==> src/rtl/alu_resp_pkg.sv <==
// Shared constants for the ALU response block: word width, opcodes, FSM states.
package alu_resp_pkg;
  localparam int WORD_W = 16;
  localparam int OP_W   = 5;

  typedef enum logic [OP_W-1:0] {
    OP_ADD = 5'h00,
    OP_SUB = 5'h01,
    OP_AND = 5'h02,
    OP_OR  = 5'h03,
    OP_XOR = 5'h04,
    OP_NOT = 5'h05,
    OP_SHL = 5'h06,
    OP_SHR = 5'h07,
    OP_SLT = 5'h08,
    OP_MUL = 5'h09
  } op_e;

  typedef enum logic [1:0] {
    S_IDLE = 2'd0,
    S_EXEC = 2'd1,
    S_MUL  = 2'd2,
    S_DONE = 2'd3
  } state_e;

  // Opcodes above MUL are reserved and produce an error response.
  function automatic logic op_legal(input logic [OP_W-1:0] op);
    return op <= OP_W'(OP_MUL);
  endfunction
endpackage

==> src/rtl/alu_resp_if.sv <==
// Request/response handshake bundle between an initiator and alu_resp.
interface alu_resp_if #(
  parameter int WIDTH = alu_resp_pkg::WORD_W,
  parameter int OPW   = alu_resp_pkg::OP_W
);
  logic             req_valid;
  logic             req_ready;
  logic [OPW-1:0]   req_op;
  logic [WIDTH-1:0] req_x;
  logic [WIDTH-1:0] req_y;
  logic             rsp_valid;
  logic             rsp_ready;
  logic [WIDTH-1:0] rsp_z;
  logic             rsp_err;

  modport master (
    output req_valid, req_op, req_x, req_y, rsp_ready,
    input  req_ready, rsp_valid, rsp_z, rsp_err
  );
  modport slave (
    input  req_valid, req_op, req_x, req_y, rsp_ready,
    output req_ready, rsp_valid, rsp_z, rsp_err
  );
endinterface

==> src/rtl/alu_mul_iter.sv <==
// Iterative shift-add multiplier: one partial product per cycle, low WIDTH bits kept.
module alu_mul_iter #(
  parameter int WIDTH = alu_resp_pkg::WORD_W
) (
  input  logic             clk,
  input  logic             reset_n,
  input  logic             start,
  input  logic [WIDTH-1:0] a,
  input  logic [WIDTH-1:0] b,
  output logic             busy,
  output logic             done,
  output logic [WIDTH-1:0] p
);
  localparam int CW = $clog2(WIDTH + 1);

  logic [WIDTH-1:0] mcand, mplier, acc;
  logic [CW-1:0]    cnt;

  // Load on start, then WIDTH iterations; done holds for one cycle before busy drops.
  always_ff @(posedge clk or negedge reset_n) begin
    if (!reset_n) begin
      mcand  <= '0;
      mplier <= '0;
      acc    <= '0;
      cnt    <= '0;
      busy   <= 1'b0;
    end else if (start) begin
      mcand  <= a;
      mplier <= b;
      acc    <= '0;
      cnt    <= CW'(WIDTH);
      busy   <= 1'b1;
    end else if (busy && cnt != '0) begin
      if (mplier[0]) acc <= acc + mcand;
      mcand  <= mcand << 1;
      mplier <= mplier >> 1;
      cnt    <= cnt - 1'b1;
    end else if (busy) begin
      busy   <= 1'b0;
    end
  end

  assign done = busy && (cnt == '0);
  assign p    = acc;
endmodule

==> src/rtl/alu_resp.sv <==
// Single-outstanding ALU: accept in IDLE, execute (1 cycle or iterative MUL), hold result until consumed.
module alu_resp
  import alu_resp_pkg::*;
#(
  parameter int WIDTH = WORD_W,
  parameter int OPW   = OP_W
) (
  input  logic        clk,
  input  logic        reset_n,
  alu_resp_if.slave   bus,
  output logic [15:0] op_count
);
  state_e           state_q, state_d;
  logic [OPW-1:0]   op_q;
  logic [WIDTH-1:0] x_q, y_q, z_q, alu_z, mul_p;
  logic             err_q, alu_err, accept, mul_start, mul_busy, mul_done;

  assign accept    = bus.req_valid && (state_q == S_IDLE);
  assign mul_start = accept && (bus.req_op == OPW'(OP_MUL));

  assign bus.req_ready = (state_q == S_IDLE);
  assign bus.rsp_valid = (state_q == S_DONE);
  assign bus.rsp_z     = z_q;
  assign bus.rsp_err   = err_q;

  alu_mul_iter #(.WIDTH(WIDTH)) u_mul (
    .clk    (clk),
    .reset_n(reset_n),
    .start  (mul_start),
    .a      (bus.req_x),
    .b      (bus.req_y),
    .busy   (mul_busy),
    .done   (mul_done),
    .p      (mul_p)
  );

  // State register.
  always_ff @(posedge clk or negedge reset_n) begin
    if (!reset_n) state_q <= S_IDLE;
    else          state_q <= state_d;
  end

  // Next-state: MUL goes to the iterative unit, everything else (including illegal) takes one cycle.
  always_comb begin
    state_d = state_q;
    case (state_q)
      S_IDLE: if (accept) state_d = mul_start ? S_MUL : S_EXEC;
      S_EXEC: state_d = S_DONE;
      S_MUL:  if (mul_done) state_d = S_DONE;
      S_DONE: if (bus.rsp_ready) state_d = S_IDLE;
      default: state_d = S_IDLE;
    endcase
  end

  // Capture operands at accept so later req_* activity cannot disturb the in-flight op.
  always_ff @(posedge clk or negedge reset_n) begin
    if (!reset_n) begin
      op_q <= '0;
      x_q  <= '0;
      y_q  <= '0;
    end else if (accept) begin
      op_q <= bus.req_op;
      x_q  <= bus.req_x;
      y_q  <= bus.req_y;
    end
  end

  // Single-cycle ops; all arithmetic wraps at WIDTH bits.
  always_comb begin
    alu_z   = '0;
    alu_err = !op_legal(OP_W'(op_q));
    case (op_q)
      OPW'(OP_ADD): alu_z = x_q + y_q;
      OPW'(OP_SUB): alu_z = x_q - y_q;
      OPW'(OP_AND): alu_z = x_q & y_q;
      OPW'(OP_OR):  alu_z = x_q | y_q;
      OPW'(OP_XOR): alu_z = x_q ^ y_q;
      OPW'(OP_NOT): alu_z = ~x_q;
      OPW'(OP_SHL): alu_z = x_q << y_q[3:0];
      OPW'(OP_SHR): alu_z = x_q >> y_q[3:0];
      OPW'(OP_SLT): alu_z = WIDTH'($signed(x_q) < $signed(y_q));
      default:      alu_z = '0;
    endcase
  end

  // Result register: loaded on entry to DONE, held until consumed.
  always_ff @(posedge clk or negedge reset_n) begin
    if (!reset_n) begin
      z_q   <= '0;
      err_q <= 1'b0;
    end else if (state_q == S_EXEC) begin
      z_q   <= alu_z;
      err_q <= alu_err;
    end else if (state_q == S_MUL && mul_done) begin
      z_q   <= mul_p;
      err_q <= 1'b0;
    end
  end

  // Completed-response counter, wraps naturally at 16 bits.
  always_ff @(posedge clk or negedge reset_n) begin
    if (!reset_n)                                  op_count <= '0;
    else if (state_q == S_DONE && bus.rsp_ready)   op_count <= op_count + 16'd1;
  end

  // Busy flag of the multiplier is implied by the MUL state; keep it observable for lint.
  logic mul_unused;
  assign mul_unused = mul_busy;
endmodule

==> src/flat_wrapper.sv <==
// flat-port wrapper written by rule: the top's interface ports become plain ports
module alu_resp_flat import alu_resp_pkg::*;
#(
  parameter int WIDTH = WORD_W,
  parameter int OPW   = OP_W
)
  (clk, reset_n, op_count, bus_req_valid, bus_req_op, bus_req_x, bus_req_y, bus_rsp_ready, bus_req_ready, bus_rsp_valid, bus_rsp_z, bus_rsp_err);
  alu_resp_if #(.WIDTH(WIDTH), .OPW(OPW)) bus_i ();
  input  logic clk;
  input  logic reset_n;
  output logic [15:0] op_count;
  input wire logic [$bits(bus_i.req_valid)-1:0] bus_req_valid;
  input wire logic [$bits(bus_i.req_op)-1:0] bus_req_op;
  input wire logic [$bits(bus_i.req_x)-1:0] bus_req_x;
  input wire logic [$bits(bus_i.req_y)-1:0] bus_req_y;
  input wire logic [$bits(bus_i.rsp_ready)-1:0] bus_rsp_ready;
  output wire logic [$bits(bus_i.req_ready)-1:0] bus_req_ready;
  output wire logic [$bits(bus_i.rsp_valid)-1:0] bus_rsp_valid;
  output wire logic [$bits(bus_i.rsp_z)-1:0] bus_rsp_z;
  output wire logic [$bits(bus_i.rsp_err)-1:0] bus_rsp_err;
  assign bus_i.req_valid = bus_req_valid;
  assign bus_i.req_op = bus_req_op;
  assign bus_i.req_x = bus_req_x;
  assign bus_i.req_y = bus_req_y;
  assign bus_i.rsp_ready = bus_rsp_ready;
  assign bus_req_ready = bus_i.req_ready;
  assign bus_rsp_valid = bus_i.rsp_valid;
  assign bus_rsp_z = bus_i.rsp_z;
  assign bus_rsp_err = bus_i.rsp_err;
  alu_resp #(.WIDTH(WIDTH), .OPW(OPW)) u_core (.clk(clk), .reset_n(reset_n), .bus(bus_i), .op_count(op_count));
endmodule
==> config.mk <==
export PLATFORM = sky130hd
export DESIGN_NAME = alu_resp_flat
export DESIGN_NICKNAME = d
export VERILOG_FILES = /design/src/rtl/alu_resp_pkg.sv /design/src/rtl/alu_resp_if.sv /design/src/rtl/alu_mul_iter.sv /design/src/rtl/alu_resp.sv /design/src/flat_wrapper.sv
export SDC_FILE = /design/constraint.sdc
export NUM_CORES = 1
export LEC_CHECK = 0
export BUFFER_PORTS_ARGS = -buffer_cell sky130_fd_sc_hd__buf_4
export CORE_ASPECT_RATIO = 0.6
export CORE_MARGIN = 3
export CORE_UTILIZATION = 55
export CTS_BUF_LIST = sky130_fd_sc_hd__clkbuf_4 sky130_fd_sc_hd__clkbuf_8
export DETAILED_ROUTE_END_ITERATION = 16
export PLACE_DENSITY = 0.79
export SETUP_SLACK_MARGIN = 0.05
export SLEW_MARGIN = 40
export SYNTH_ARGS = -nofsm -noshare
export SYNTH_HDL_FRONTEND = slang
export SYNTH_SLANG_ARGS = --single-unit
==> constraint.sdc <==
create_clock -name clk -period 2.8 [get_ports clk]
set_input_delay 0.42 -clock clk [delete_from_list [all_inputs] [get_ports clk]]
set_output_delay 0.42 -clock clk [all_outputs]
set_load 0.02 [all_outputs]
Yosys cells after proc, flatten, opt, wreduce, memory -nomap -nowiden
Index checks and enable logic that the tools add are counted.
- add/sub/neg operators: 5
- multipliers: 0
- divide/modulo/power cells: 0
- order comparisons: 2
- equality and inequality tests: 16
- shift operators: 2
- mux-type cells: 21
- bitwise gates (word level): 4
- reductions and logical operators: 16
- operators with widths (kind ; number):
    16-bit 2-to-1 mux ; 9
    16-bit case mux with 9 select lines ; 1
    16-bit adder ; 2
    5-bit by 3-bit equality test with 1-bit output (second input constant) ; 4
    16-bit by 1-bit adder with 16-bit output (second input constant) ; 1
    16-bit AND ; 1
    16-bit less-than comparator ; 1
    16-bit NOT ; 1
    16-bit OR ; 1
    16-bit by 4-bit left shift with 16-bit output ; 1
    16-bit by 4-bit >> shifter with 16-bit output ; 1
    16-bit subtractor ; 1
    16-bit bitwise XOR ; 1
    5-bit by 2-bit equality test with 1-bit output (second input constant) ; 2
    5-bit by 4-bit equality test with 1-bit output (second input constant) ; 2
    5-bit logical NOT ; 2
    5-bit 2-to-1 mux ; 2
    2-bit 2-to-1 mux ; 4
    2-bit case mux with 4 select lines ; 1
    1-bit logical AND ; 6
    2-bit by 1-bit != test with 1-bit output (second input constant) ; 3
    2-bit nonzero test ; 3
    5-bit by 1-bit equality test with 1-bit output (second input constant) ; 1
    5-bit by 4-bit less-or-equal comparator with 1-bit output (second input constant) ; 1
    other kinds (10) ; 14
- register bits after elaboration: 126
- latch bits: 0
- bits in writable memories: 0
- bits in read-only memories: 0
- memories: 0

Longest topological paths before layout
- depth after elaboration: 6
- depth in mapped cells: 11
- gate-level depth less buffers: 10

Modules after synthesis
From an unflattened synthesis, not the netlist that was laid out.
- cell total of the unflattened synthesis: 1145
- area total of the unflattened synthesis: 10107.2 um2
- by module, submodules not included (module ; times used ; cells each ; area each (um2) ; seq. area each (um2)):
    alu_resp ; 1 ; 816 ; 7000.5 ; 1801.7
    alu_mul_iter ; 1 ; 329 ; 3106.7 ; 1351.3

Least setup slack after synthesis
OpenSTA, ideal clock, no wires.
- path type: flip-flop to flip-flop
- start point: register u_core.y_q[1]
- end point: register u_core.z_q[7], in the netlist u_core.bus.rsp_z[7]
- data arrival time: 2659 ps
- required time: 2667 ps
- setup slack: 8 ps
- stages on the path, launching flop included: 12
- buffers on the path: 2
- clock period less this slack: 2792 ps
- path through: dfrtp_1 buf_6 buf_2 inv_1 ha_1 o21ba_1 o21bai_1 nand2_1 a21o_1 a221o_1 a2111oi_0 nor2_1
- longest elaborated chain between the ends: 3
- elaborated cells between the ends (all ways): 6
- classes of those cells: add/sub (2); shift (2); mux (2)
- ends and longest elaborated chain (what ; line ; RTL):
    start, declared ; alu_resp.sv:15 ; logic [WIDTH-1:0] x_q, y_q, z_q, alu_z, mul_p;
    start signal, assigned ; alu_resp.sv:64 ; y_q <= bus.req_y;
    16-bit subtractor (tied with other cells) ; alu_resp.sv:74 ; OPW'(OP_SUB): alu_z = x_q - y_q;
    16-bit case mux with 9 select lines * ; alu_resp.sv:72 ; case (op_q)
    16-bit 2-to-1 mux * ; alu_resp.sv:91 ; end else if (state_q == S_EXEC) begin
    end signal, assigned ; alu_resp.sv:92 ; z_q <= alu_z;
    end signal, assigned ; alu_resp.sv:95 ; z_q <= mul_p;
    end, declared ; alu_resp.sv:15 ;
Every way passes the cells marked *; elsewhere a longest branch is shown, timed or not.
A chain may end at the register's enable or synchronous reset.

Final worst setup path
- start point: register u_core.y_q[4]
- end point: register u_core.z_q[7], in the netlist u_core.bus.rsp_z[7]
- longest elaborated chain between the ends: 3
- elaborated cells between the ends (all ways): 4
- classes of those cells: add/sub (2); mux (2)
- ends and longest elaborated chain (what ; line):
    16-bit subtractor or 16-bit adder (tied branches) ; alu_resp.sv:74, alu_resp.sv:73
    16-bit case mux with 9 select lines * ; alu_resp.sv:72
    16-bit 2-to-1 mux * ; alu_resp.sv:91
Marked as above.

==> metrics.csv <==
stage,metric,value,unit
critical_path,r2r_start,u_core.y_q[4],
detailed_routing,viasPerCell,6.65,
clock_tree,cts_tree,built,
clock_tree,root_buffer,clkbuf_8,
worst_hold_path,hold_path_class,input port to flip-flop,
global_route,grt_pass1_wl,58.8,mm
detailed_routing,drtIter0Drc,1500,
synth,netlist_area,9960,sq um
clock_tree,post_cts_buffers,0,
synth,seq_area_frac_synth,31.7,%
sta,fmax,0.369,GHz
global_route,grt_antenna_before_repair,0,
floorplanning,dieArea,19800,sq um
floorplanning,coreArea,17500,sq um
sta,finalMaxSlewViolations,0,
critical_path,cp_slowest_stage_delay,0.45,ns
place,dpl.hpwl,31.0,mm
floorplanning,start_util,57.1,%
clock_tree,h-tree-depth,4,
synth,syn_nets,1273,
place,place_inst,1495,
synth,synth_cell_type_count,74,
pwr,power.switching,9130,uW
synth,synth-async-reset-ratio,100,%
critical_path,r2r_slack,0.09,ns
synth,yosysTopAreaCell,dfrtp_1,
cells_and_area,fin_util,67.9,%
critical_path,worst-path-stages,9,
sta,timing.final.crit_share,96.8,%
sta,hold_viol,0,
clock_tree,clock_path_buffers,2,
critical_path,slowest_stage,dfrtp_1,
place,io_buffers,75,
clock_tree,numCtsBuffers,17,
pwr,clockPowerShare,10.5,%
critical_path,crit_fanout,8,
pwr,seqPwrFrac,20.4,%
critical_path,crit_type,flip-flop to flip-flop,
cells_and_area,final_nets,1396,
detailed_routing,first_pass_iters,7,
synth,synth_cells,1158,
floorplanning,die_w,180,um
job,maxCapViolations,0,
floorplanning,dieHeight,110,um
floorplanning,num_rows,37,
sta,setup_violations,0,
critical_path,reg2reg_to,u_core.bus.rsp_z[7],
synth,yosys_warnings,0,
critical_path,cp-end-kind,flip-flop,
critical_path,critPathLaunchType,flip-flop,
detailed_routing,routed-via-count,10200,
floorplanning,io_pins,76,
sta,slew_headroom,48.8,%
critical_path,cpMostUsedCell,nor2_1,
critical_path,path_buf_inv,2,
synth,syn_area_per_cell,8.60,sq um
clock_tree,clk_latency,0.47,ns
critical_path,crit_chain,inv_1 > ha_1 > inv_2 > nor2_1 > o311a_1 > a21o_1 > a221o_1 > a2111oi_0 > nor2_1,
critical_path,cpLargestDelayFamily,compound AO/OA/AOI/OAI gates,
detailed_routing,ant_nets,0,
clock_tree,path_clk_slew,0.11,ns
pwr,intPower,8350,uW
pwr,swShare,52.2,%
synth,ys_top_cells_by_area,"dfrtp_1, ha_1, nand2_1",
critical_path,worstPathRequired,3.16,ns
place,gp_congestion,1.10,
synth,synth_top_cell_area_share,31.7,%
detailed_routing,wl_per_cell,25.9,um
cells_and_area,syn_to_final_growth,19.0,%
sta,worst_pin_slew,0.764,ns
sta,rsz0062_at_grt,true,
pwr,irDropWorstVdd,0.771,mV
clock_tree,clock_sinks,126,
critical_path,rr_worst_depth,9,
global_route,grt_pass1_vias,9218,
pwr,power.density,1480,nW/um^2
pwr,leakagePower,0.00546,uW
pwr,total_power,17500,uW
place,placed_area,11300,sq um
global_route,grt_overflow_total,0,
cells_and_area,final_cell_area,11900,sq um
cells_and_area,drive_gt1_share,22.8,%
cells_and_area,antenna_cells,0,
cells_and_area,mostFrequentLayoutCell,buf_4,
pwr,pwr-share-comb,69.1,%
worst_hold_path,min_to,u_core.op_q[3],
synth,ys.flop_type,dfrtp_1,
synth,ys_ff_latch,126,
run_status,outcome,finished clean,
sta,finClkSkew,0.0272,ns
critical_path,cp.arrival,3.07,ns
cells_and_area,final_cell_mix,"buf_4, nand2_1, dfrtp_1",
cells_and_area,layoutNonFillerInstCount,1528,
sta,fin_tns_setup,0,ns
worst_hold_path,min_path_cells,2,
global_route,grt_usage,39.6,%
global_route,grt_max_degree,71,
sta,min_period,2.71,ns
detailed_routing,drt-total-wl,39.6,mm
synth,synth_edf_count,0,
detailed_routing,drc_errors,0,
worst_hold_path,worstHoldStart,bus_req_op[3],
synth_stat cells (all sizes together), types with 4 or more instances:
master     n
nand2    146
dfrtp    126
nor2     120
ha        71
a21oi     64
clkbuf    60
inv       55
o21ai     49
mux2      43
a31oi     40
mux2i     28
nor3      25
nand3     24
xnor2     23
buf       20
o22ai     18
mux4      17
a21o      14
o211ai    14
a211oi    13
nand2b    12
nor4      12
o21bai    12
xor2      11
nand4     10
and3       9
nor2b      9
o21a       8
a2111oi    7
a211o      7
a221o      7
o31ai      7
a221oi     6
nor4b      6
o221ai     6
or3        6
a22o       4
and2       4
o31a       4
logic make-up (layout without fill, tap and decap cells):
logic type,Yosys count,after routing,share of synthesized area (%)
xor gates and xnor gates,34,34,2.99
muxes,88,88,11.7
adders and majority gates,74,74,9.53
buffers and inverters,136,272,5.49
AOI/OAI and AO/OA,310,310,21.0
and+or+nand+nor,390,390,17.6
DFF,126,126,31.7
how the worst max path moves through the flow:
stage | slack, ns | endpoint | from
after floorplan | 0.06 | u_core.bus.rsp_z[7] | u_core.y_q[1]
after global placement | -0.002 | u_core.bus.rsp_z[0] | u_core.y_q[0]
after detailed placement | 0.0004 | u_core.bus.rsp_z[0] | u_core.y_q[0]
after CTS | 0.09 | u_core.bus.rsp_z[0] | u_core.y_q[0]
after global routing | 0.02 | u_core.bus.rsp_z[11] | u_core.y_q[1]
final | 0.09 | u_core.bus.rsp_z[7] | u_core.y_q[4]
what timing repair did:
item	CTS	global route
hold endpoints to repair	30	0
pin swaps	0	0
hold buffers	1	0
gates resized for setup	2	12
endpoints found under the setup margin	2	11
flip-flops by register name, indices dropped and copies added, names as in the netlist:
| register | count |
|---|---|
| u_core.y_q | 16 |
| u_core.op_q | 5 |
| u_core.bus.rsp_z | 16 |
| u_core.u_mul.mcand | 16 |
| u_core.u_mul.mplier | 16 |
| u_core.x_q | 16 |
| u_core.u_mul.p | 16 |
| u_core.u_mul.cnt | 5 |
| u_core.op_count | 16 |
| u_core.state_q | 2 |
| u_core.bus.rsp_err | 1 |
| u_core.u_mul.busy | 1 |
per-stage QoR:
| step | hold slack [ns] | setup slack [ns] |
|---|---|---|
| floorplan | 0.124 | 0.0643 |
| global placement | 0.463 | -0.00240 |
| detailed placement | 0.470 | 0.000411 |
| CTS | 0.183 | 0.0898 |
| global route | 0.177 | 0.0231 |
| finish | 0.199 | 0.0899 |
layer usage:
layer	GRT usage [%]	wire length [um]
met1	58.6	17300
met2	49.1	14400
met3	21.6	7100
met4	8.60	798
met5	0	0
power groups by stage:
stage / clock network [uW] / registers [uW] / logic (uW)
detailed placement: 0 / 3530 / 11200
global placement: 0 / 3490 / 11200
finish: 1830 / 3560 / 12100
CTS: 1830 / 3500 / 11300
floorplan: 0 / 3400 / 7050
global route: 1930 / 3630 / 12700
final cells by class:
type                       instances  area (sq um)
fill                            1407          5600
sequential                       126          3150
tap                              234           293
multi-input combinational        896          6330
clock buffer                      19           262
inverter                          56           210
clock inverter                    13           174
timing repair buffer             184          1430
Note: power is estimated with default switching activity, not from simulation.
